## src/rtl/uart_tx_core_pkg.sv

```systemverilog
// rtl/uart_tx_core_pkg.sv - shared enums, limits and config sanitisers for the UART transmitter
package uart_tx_core_pkg;

    localparam int DATA_BITS_MIN = 5;
    localparam int DATA_BITS_MAX = 8;

    typedef logic [3:0] data_bits_t;

    typedef enum logic {
        PARITY_EVEN = 1'b0,
        PARITY_ODD  = 1'b1
    } parity_e;

    typedef enum logic [1:0] {
        STOP_BITS_1 = 2'd1,
        STOP_BITS_2 = 2'd2
    } stop_bits_e;

    typedef enum logic [4:0] {
        OVERSAMPLE_13 = 5'd13,
        OVERSAMPLE_16 = 5'd16
    } oversampling_e;

    typedef enum logic [2:0] {
        TX_IDLE,
        TX_START,
        TX_DATA,
        TX_PARITY,
        TX_STOP
    } tx_state_e;

    // Clamp the data bit count into the supported 5..8 window
    function automatic data_bits_t sanitize_data_bits(input logic [3:0] v);
        if (v < 4'(DATA_BITS_MIN)) return 4'(DATA_BITS_MIN);
        if (v > 4'(DATA_BITS_MAX)) return 4'(DATA_BITS_MAX);
        return v;
    endfunction

    // 0 means one stop bit, 3 means two
    function automatic stop_bits_e sanitize_stop_bits(input logic [1:0] v);
        return (v >= 2'd2) ? STOP_BITS_2 : STOP_BITS_1;
    endfunction

    // Anything that is not 13 falls back to the classic 16x
    function automatic oversampling_e sanitize_oversampling(input logic [4:0] v);
        return (v == 5'd13) ? OVERSAMPLE_13 : OVERSAMPLE_16;
    endfunction

endpackage

```

## src/rtl/uart_tx_core_if.sv

```systemverilog
// rtl/uart_tx_core_if.sv - valid/ready push port into the transmit FIFO
interface uart_tx_core_if #(
    parameter int DATA_WIDTH = 8
);
    logic                  txValid;
    logic [DATA_WIDTH-1:0] txData;
    logic                  txReady;

    modport master (output txValid, output txData, input txReady);
    modport slave  (input txValid, input txData, output txReady);
endinterface

```

## src/rtl/uart_tx_fifo.sv

```systemverilog
// rtl/uart_tx_fifo.sv - synchronous show-ahead FIFO shared by the UART TX and RX paths
module uart_tx_fifo #(
    parameter int DATA_WIDTH = 8,
    parameter int FIFO_DEPTH = 16
) (
    input  logic                        clk,
    input  logic                        reset,
    input  logic                        push,
    input  logic                        pop,
    input  logic [DATA_WIDTH-1:0]       wdata,
    output logic [DATA_WIDTH-1:0]       rdata,
    output logic [$clog2(FIFO_DEPTH):0] count
);
    localparam int AW = $clog2(FIFO_DEPTH);
    localparam int CW = AW + 1;

    logic [DATA_WIDTH-1:0] mem [FIFO_DEPTH];
    logic [AW-1:0]         wr_ptr;
    logic [AW-1:0]         rd_ptr;
    logic                  do_push;
    logic                  do_pop;

    // Overflow and underflow requests are dropped rather than corrupting state
    assign do_push = push && (count < CW'(FIFO_DEPTH));
    assign do_pop  = pop && (count != '0);
    assign rdata   = mem[rd_ptr];

    // Storage array, no reset needed since pointers define validity
    always_ff @(posedge clk) begin
        if (do_push) mem[wr_ptr] <= wdata;
    end

    // Pointers and occupancy; simultaneous push and pop leave count unchanged
    always_ff @(posedge clk) begin
        if (reset) begin
            wr_ptr <= '0;
            rd_ptr <= '0;
            count  <= '0;
        end else begin
            if (do_push) wr_ptr <= wr_ptr + 1'b1;
            if (do_pop)  rd_ptr <= rd_ptr + 1'b1;
            case ({do_push, do_pop})
                2'b10:   count <= count + 1'b1;
                2'b01:   count <= count - 1'b1;
                default: count <= count;
            endcase
        end
    end
endmodule

```

## src/rtl/uart_tx_core.sv

```systemverilog
// rtl/uart_tx_core.sv - configurable UART transmitter with buffered valid/ready input
module uart_tx_core
    import uart_tx_core_pkg::*;
#(
    parameter int DATA_WIDTH = 8,
    parameter int FIFO_DEPTH = 16,
    parameter int DIV_WIDTH  = 16
) (
    input  logic                        clk,
    input  logic                        reset,
    input  logic [3:0]                  cfgDataBits,
    input  logic                        cfgParityEnable,
    input  logic                        cfgParityType,
    input  logic                        cfgParityErrorInjection,
    input  logic [1:0]                  cfgStopBits,
    input  logic [4:0]                  cfgOverSampling,
    input  logic [DIV_WIDTH-1:0]        cfgBaudDivisor,
    uart_tx_core_if.slave               push_if,
    output logic                        tx,
    output logic                        busy,
    output logic [$clog2(FIFO_DEPTH):0] fifoCount
);
    localparam int CW = $clog2(FIFO_DEPTH) + 1;

    tx_state_e             state;
    tx_state_e             state_next;
    logic                  fifo_push;
    logic                  fifo_empty;
    logic                  start_frame;
    logic                  shift;
    logic                  tx_next;
    logic [DATA_WIDTH-1:0] fifo_rdata;

    // Shadow config, frozen for the duration of one frame
    data_bits_t            data_bits_q;
    logic                  par_en_q;
    parity_e               par_type_q;
    logic                  par_inj_q;
    stop_bits_e            stop_bits_q;
    oversampling_e         os_q;
    logic [DIV_WIDTH-1:0]  div_q;

    logic [DIV_WIDTH-1:0]  div_cnt;
    logic [4:0]            tick_cnt;
    logic [3:0]            bit_idx;
    logic [1:0]            stop_idx;
    logic                  parity_acc;
    logic [DATA_WIDTH-1:0] shreg;
    logic                  tick;
    logic                  bit_end;

    assign push_if.txReady = fifoCount < CW'(FIFO_DEPTH);
    assign fifo_push       = push_if.txValid && push_if.txReady;
    assign fifo_empty      = (fifoCount == '0);
    assign busy            = (state != TX_IDLE);
    assign tick            = (div_cnt == div_q - DIV_WIDTH'(1));
    assign bit_end         = tick && (tick_cnt == 5'(os_q) - 5'd1);

    uart_tx_fifo #(
        .DATA_WIDTH (DATA_WIDTH),
        .FIFO_DEPTH (FIFO_DEPTH)
    ) u_fifo (
        .clk   (clk),
        .reset (reset),
        .push  (fifo_push),
        .pop   (start_frame),
        .wdata (push_if.txData),
        .rdata (fifo_rdata),
        .count (fifoCount)
    );

    // FSM state register
    always_ff @(posedge clk) begin
        if (reset) state <= TX_IDLE;
        else       state <= state_next;
    end

    // Next state, pop/shift strobes and the line level for the next cycle
    always_comb begin
        state_next  = state;
        start_frame = 1'b0;
        shift       = 1'b0;
        tx_next     = 1'b1;
        case (state)
            TX_IDLE: begin
                if (!fifo_empty) begin
                    start_frame = 1'b1;
                    state_next  = TX_START;
                end
            end
            TX_START: begin
                tx_next = 1'b0;
                if (bit_end) state_next = TX_DATA;
            end
            TX_DATA: begin
                tx_next = shreg[0];
                if (bit_end) begin
                    shift = 1'b1;
                    if (bit_idx == data_bits_q - 4'd1)
                        state_next = par_en_q ? TX_PARITY : TX_STOP;
                end
            end
            TX_PARITY: begin
                tx_next = parity_acc ^ (par_type_q == PARITY_ODD) ^ par_inj_q;
                if (bit_end) state_next = TX_STOP;
            end
            TX_STOP: begin
                if (bit_end && (stop_idx == 2'(stop_bits_q) - 2'd1)) begin
                    if (!fifo_empty) begin
                        start_frame = 1'b1;
                        state_next  = TX_START;
                    end else begin
                        state_next  = TX_IDLE;
                    end
                end
            end
            default: state_next = TX_IDLE;
        endcase
    end

    // Datapath: registered line, config latch at frame start, bit timing and shifter
    always_ff @(posedge clk) begin
        if (reset) begin
            tx          <= 1'b1;
            data_bits_q <= 4'(DATA_BITS_MAX);
            par_en_q    <= 1'b0;
            par_type_q  <= PARITY_EVEN;
            par_inj_q   <= 1'b0;
            stop_bits_q <= STOP_BITS_1;
            os_q        <= OVERSAMPLE_16;
            div_q       <= DIV_WIDTH'(1);
            div_cnt     <= '0;
            tick_cnt    <= '0;
            bit_idx     <= '0;
            stop_idx    <= '0;
            parity_acc  <= 1'b0;
            shreg       <= '0;
        end else begin
            tx <= tx_next;
            if (start_frame) begin
                shreg       <= fifo_rdata;
                data_bits_q <= sanitize_data_bits(cfgDataBits);
                par_en_q    <= cfgParityEnable;
                par_type_q  <= parity_e'(cfgParityType);
                par_inj_q   <= cfgParityErrorInjection;
                stop_bits_q <= sanitize_stop_bits(cfgStopBits);
                os_q        <= sanitize_oversampling(cfgOverSampling);
                div_q       <= (cfgBaudDivisor == '0) ? DIV_WIDTH'(1) : cfgBaudDivisor;
                div_cnt     <= '0;
                tick_cnt    <= '0;
                bit_idx     <= '0;
                stop_idx    <= '0;
                parity_acc  <= 1'b0;
            end else if (state != TX_IDLE) begin
                if (tick) begin
                    div_cnt  <= '0;
                    tick_cnt <= bit_end ? 5'd0 : tick_cnt + 5'd1;
                end else begin
                    div_cnt  <= div_cnt + DIV_WIDTH'(1);
                end
                if (shift) begin
                    shreg      <= {1'b0, shreg[DATA_WIDTH-1:1]};
                    parity_acc <= parity_acc ^ shreg[0];
                    bit_idx    <= bit_idx + 4'd1;
                end
                if (state == TX_STOP && bit_end) stop_idx <= stop_idx + 2'd1;
            end
        end
    end
endmodule

```

## src/flat_wrapper.sv

```systemverilog
// flat-port wrapper written by rule: the top's interface ports become plain ports
module uart_tx_core_flat import uart_tx_core_pkg::*;
#(
    parameter int DATA_WIDTH = 8,
    parameter int FIFO_DEPTH = 16,
    parameter int DIV_WIDTH  = 16
)
  (clk, reset, cfgDataBits, cfgParityEnable, cfgParityType, cfgParityErrorInjection, cfgStopBits, cfgOverSampling, cfgBaudDivisor, tx, busy, fifoCount, push_if_txValid, push_if_txData, push_if_txReady);
  uart_tx_core_if #(.DATA_WIDTH(DATA_WIDTH)) push_if_i ();
  input  logic clk;
  input  logic reset;
  input  logic [3:0] cfgDataBits;
  input  logic cfgParityEnable;
  input  logic cfgParityType;
  input  logic cfgParityErrorInjection;
  input  logic [1:0] cfgStopBits;
  input  logic [4:0] cfgOverSampling;
  input  logic [DIV_WIDTH-1:0] cfgBaudDivisor;
  output logic tx;
  output logic busy;
  output logic [$clog2(FIFO_DEPTH):0] fifoCount;
  input wire logic [$bits(push_if_i.txValid)-1:0] push_if_txValid;
  input wire logic [$bits(push_if_i.txData)-1:0] push_if_txData;
  output wire logic [$bits(push_if_i.txReady)-1:0] push_if_txReady;
  assign push_if_i.txValid = push_if_txValid;
  assign push_if_i.txData = push_if_txData;
  assign push_if_txReady = push_if_i.txReady;
  uart_tx_core #(.DATA_WIDTH(DATA_WIDTH), .FIFO_DEPTH(FIFO_DEPTH), .DIV_WIDTH(DIV_WIDTH)) u_core (.clk(clk), .reset(reset), .cfgDataBits(cfgDataBits), .cfgParityEnable(cfgParityEnable), .cfgParityType(cfgParityType), .cfgParityErrorInjection(cfgParityErrorInjection), .cfgStopBits(cfgStopBits), .cfgOverSampling(cfgOverSampling), .cfgBaudDivisor(cfgBaudDivisor), .push_if(push_if_i), .tx(tx), .busy(busy), .fifoCount(fifoCount));
endmodule
```

## config.mk

```make
export PLATFORM = sky130hd
export DESIGN_NAME = uart_tx_core_flat
export DESIGN_NICKNAME = d
export VERILOG_FILES = /design/src/rtl/uart_tx_core_pkg.sv /design/src/rtl/uart_tx_core_if.sv /design/src/rtl/uart_tx_fifo.sv /design/src/rtl/uart_tx_core.sv /design/src/flat_wrapper.sv
export SDC_FILE = /design/constraint.sdc
export NUM_CORES = 1
export LEC_CHECK = 0
export CAP_MARGIN = 20
export CORE_ASPECT_RATIO = 0.5
export CORE_MARGIN = 3
export CORE_UTILIZATION = 51
export DETAILED_ROUTE_END_ITERATION = 10
export PLACE_DENSITY = 0.7
export SETUP_SLACK_MARGIN = 0.1
export SYNTH_ARGS = -nofsm -noshare
export SYNTH_HDL_FRONTEND = slang
export SYNTH_SLANG_ARGS = --single-unit
```

## constraint.sdc

```tcl
create_clock -name clk -period 6 [get_ports clk]
set_input_delay 1.2 -clock clk [delete_from_list [all_inputs] [get_ports clk]]
set_output_delay 1.2 -clock clk [all_outputs]
set_load 0.1 [all_outputs]
```

==> results.cfg <==
[final_layout]
nNetsFinal = 794
antenna_cells = 0
final_common_cell = edfxtp_1
fill_cells = 1351
drive_gt1_frac = 0.135
fin_util = 0.603
final_cell_area_um2 = 10600
final_cell_mix = 128 x edfxtp_1, 88 x nor2_1, 83 x dfxtp_1, 46 x clkdlybuf4s50_1, 40 x mux4_2
synthToLayoutAreaGrowth_pct = 14.1

[logic_synthesis]
ys_types = 69
syn_inst = 698
synth_fp_nets = 751
async_flop_share = 0
synth_edf_count = 128
syn-mean-instance-area_um2 = 13.3
synth_area_um2 = 9310
yosys_warnings = 0
synth_seq_cells = 212
yosys_most_used_dff = edfxtp_1
ys_seq_area_frac = 0.594

[clock_network]
hold_buffers = 0
cts_buffer_depth = 3
h-tree-depth = 1
clk_pin_slew_ps = 60
cts_resized = 0
clock_tree.root_cell = clkbuf_16
cts_tree = built
clock_latency_ps = 490
postCtsSetupRepairBufs = 0
cts_buffers = 19
clock-sinks = 212

[worst_setup_path]
worstSetupEndpointType = primary output
slowest_stage = clkdlybuf4s50_1
worstPathArrival_ps = 3080
crit_end = busy
critPathLaunch = u_core.state[2]$_SDFFE_PP0P_
slowest_delay_ps = 1080
reg2reg_from = u_core.div_q[0]$_SDFFE_PP1N_
r2r_slack_ps = 1860
crit_path_max_fanout = 12
path_cells = nor3_1, clkinv_1, clkdlybuf4s50_1
timing.rr.end = u_core.u_fifo.count[2]$_SDFFE_PP0P_
cp_data_required_time_ps = 4800
cpLargestDelayFamily = buffers and inverters
critical_path_class = reg2out
cp.depth = 3
reg2regPathDepth = 16
cp-start-kind = flip-flop
critPathBufInv = 2

[sta]
tns_ps = 0
fmax_ghz = 0.234
worst_pin_slew_ps = 982
slew_headroom = 0.343
period_needed_ps = 4280
slew_violations = 0
setup_slack_ps = 1720
setup_viol = 0
finalCritPeriodShare = 0.713
fin_skew_ps = 8.27
hold_viol = 0
rsz0062_at_grt = no

[run]
max_cap_violations = 0

[placement]
portBuffers = 47
hpwl_um = 12100
dpl_cell_area_um2 = 9980
dp_slack_ps = 1850
place_congestion = 0.831

[route]
drtIter0Drc = 303
viasPerCell = 5.67
drc = 0
first_pass_iters = 5
vias = 5600
routed_wl_um = 17800
final_antenna_net_count = 0
wl_per_cell_um = 18.0

[grt]
grt_max_degree = 50
grt_pass1_vias = 5592
grt_pass1_wl_um = 29200
gr-usage-all-layers = 0.182
grt_overflow_total = 0
antenna_found_initial = 0

[power_and_ir_drop]
max-vdd-ir-drop_uv = 231
p_leak_nw = 3.51
cellPowerDensity_nw_per_um2 = 447
power_mw = 4.75

[die]
die_w_um = 197
io-pin-count = 49
die_area_um2 = 20000
rows = 34
die_height_um = 102
core-area_um2 = 17600
start_util = 0.528

[outcome]
outcome = complete, no violations

[min_path]
hold_class = reg2reg
state kept, by name, summed over array words and instances, names as in the netlist, 3 cells and up, named ones only:
name,count
u_core.div_cnt,16
u_core.shreg,8
u_core.u_fifo.wr_ptr,4
u_core.u_fifo.count,5
u_core.div_q,16
u_core.u_fifo.mem,128
u_core.data_bits_q,4
u_core.state,3
u_core.u_fifo.rd_ptr,4
u_core.tick_cnt,5
u_core.bit_idx,4
cells in the mapped netlist, drive strengths merged, types with 6 or more instances:
master / count / area [µm²]
edfxtp: 128 / 3840
nor2: 89 / 337
dfxtp: 84 / 1680
mux4: 40 / 901
nand2: 36 / 135
xor2: 36 / 315
xnor2: 26 / 228
clkbuf: 22 / 82.6
mux2i: 18 / 180
nand3: 18 / 90.1
inv: 16 / 60.1
nor3: 16 / 80.1
a21oi: 14 / 70.1
buf: 14 / 70.1
nand4: 14 / 87.6
a22o: 13 / 114
ha: 12 / 150
a211oi: 10 / 87.6
nor4: 9 / 68.8
or3: 7 / 48.8
nand2b: 6 / 37.5
worst register-to-register path, stage by stage, from the launching register on:
cell and delay (ps):
dfxtp_1 360, inv_1 70, ha_1 230, nor3b_1 550
a22oi_1 190, o21bai_1 230, nor4_1 410, o2111ai_4 250
nand2_1 160, nand2_1 90, inv_2 80, ha_1 310
xor2_1 110, ha_1 230, a41oi_1 200, mux2i_1 220
mux2_2 340
kinds of logic after synthesis:
logic type,count (synthesis),share of synthesized area
compound gates,73,0.0661
xor+xnor,62,0.0583
fa+ha+maj,12,0.0161
buf+inv,53,0.0233
flops,212,0.594
mux,60,0.119
simple gates,226,0.124
final cells by class:
class	count	area (µm²)	area share
sequential	212	5530	0.520
multi-input combinational	433	3570	0.336
timing repair buffer	58	548	0.0516
clock buffer	25	528	0.0497
tap	234	293	0.0276
clock inverter	9	93.8	0.00884
inverter	17	63.8	0.00601
where the power goes:
group          total [mW]  internal (mW)  switching, mW  leakage, nW
clock network        1.21          0.706          0.508        0.306
logic                1.65          0.714          0.935         1.36
registers            1.89           1.71          0.179         1.84
worst min-delay path by stage:
stage / end / cells past startpoint / startpoint
finish: u_core.data_bits_q[3]$_SDFFE_PP1N_ / 2 / u_core.data_bits_q[3]$_SDFFE_PP1N_
global route: u_core.data_bits_q[3]$_SDFFE_PP1N_ / 2 / u_core.data_bits_q[3]$_SDFFE_PP1N_
CTS: u_core.data_bits_q[3]$_SDFFE_PP1N_ / 2 / u_core.data_bits_q[3]$_SDFFE_PP1N_
detailed placement: u_core.data_bits_q[3]$_SDFFE_PP1N_ / 2 / u_core.data_bits_q[3]$_SDFFE_PP1N_
global placement: u_core.data_bits_q[3]$_SDFFE_PP1N_ / 2 / u_core.data_bits_q[3]$_SDFFE_PP1N_
floorplan: u_core.data_bits_q[3]$_SDFFE_PP1N_ / 2 / u_core.data_bits_q[3]$_SDFFE_PP1N_
routing by layer:
metal | wire, µm | part of all wire | global-route usage
met1 | 8110 | 0.46 | 0.257
met2 | 8510 | 0.48 | 0.304
met3 | 812 | 0.046 | 0.0292
met4 | 347 | 0.020 | 0.0416
met5 | 0 | 0 | 0
metrics by stage:
step / std cells / hold slack [ps]
global placement: 952 / 450
finish: 988 / 459
detailed placement: 952 / 456
CTS: 986 / 466
global route: 988 / 482
floorplan: 698 / 434
Note: power is estimated with default switching activity, not from simulation.
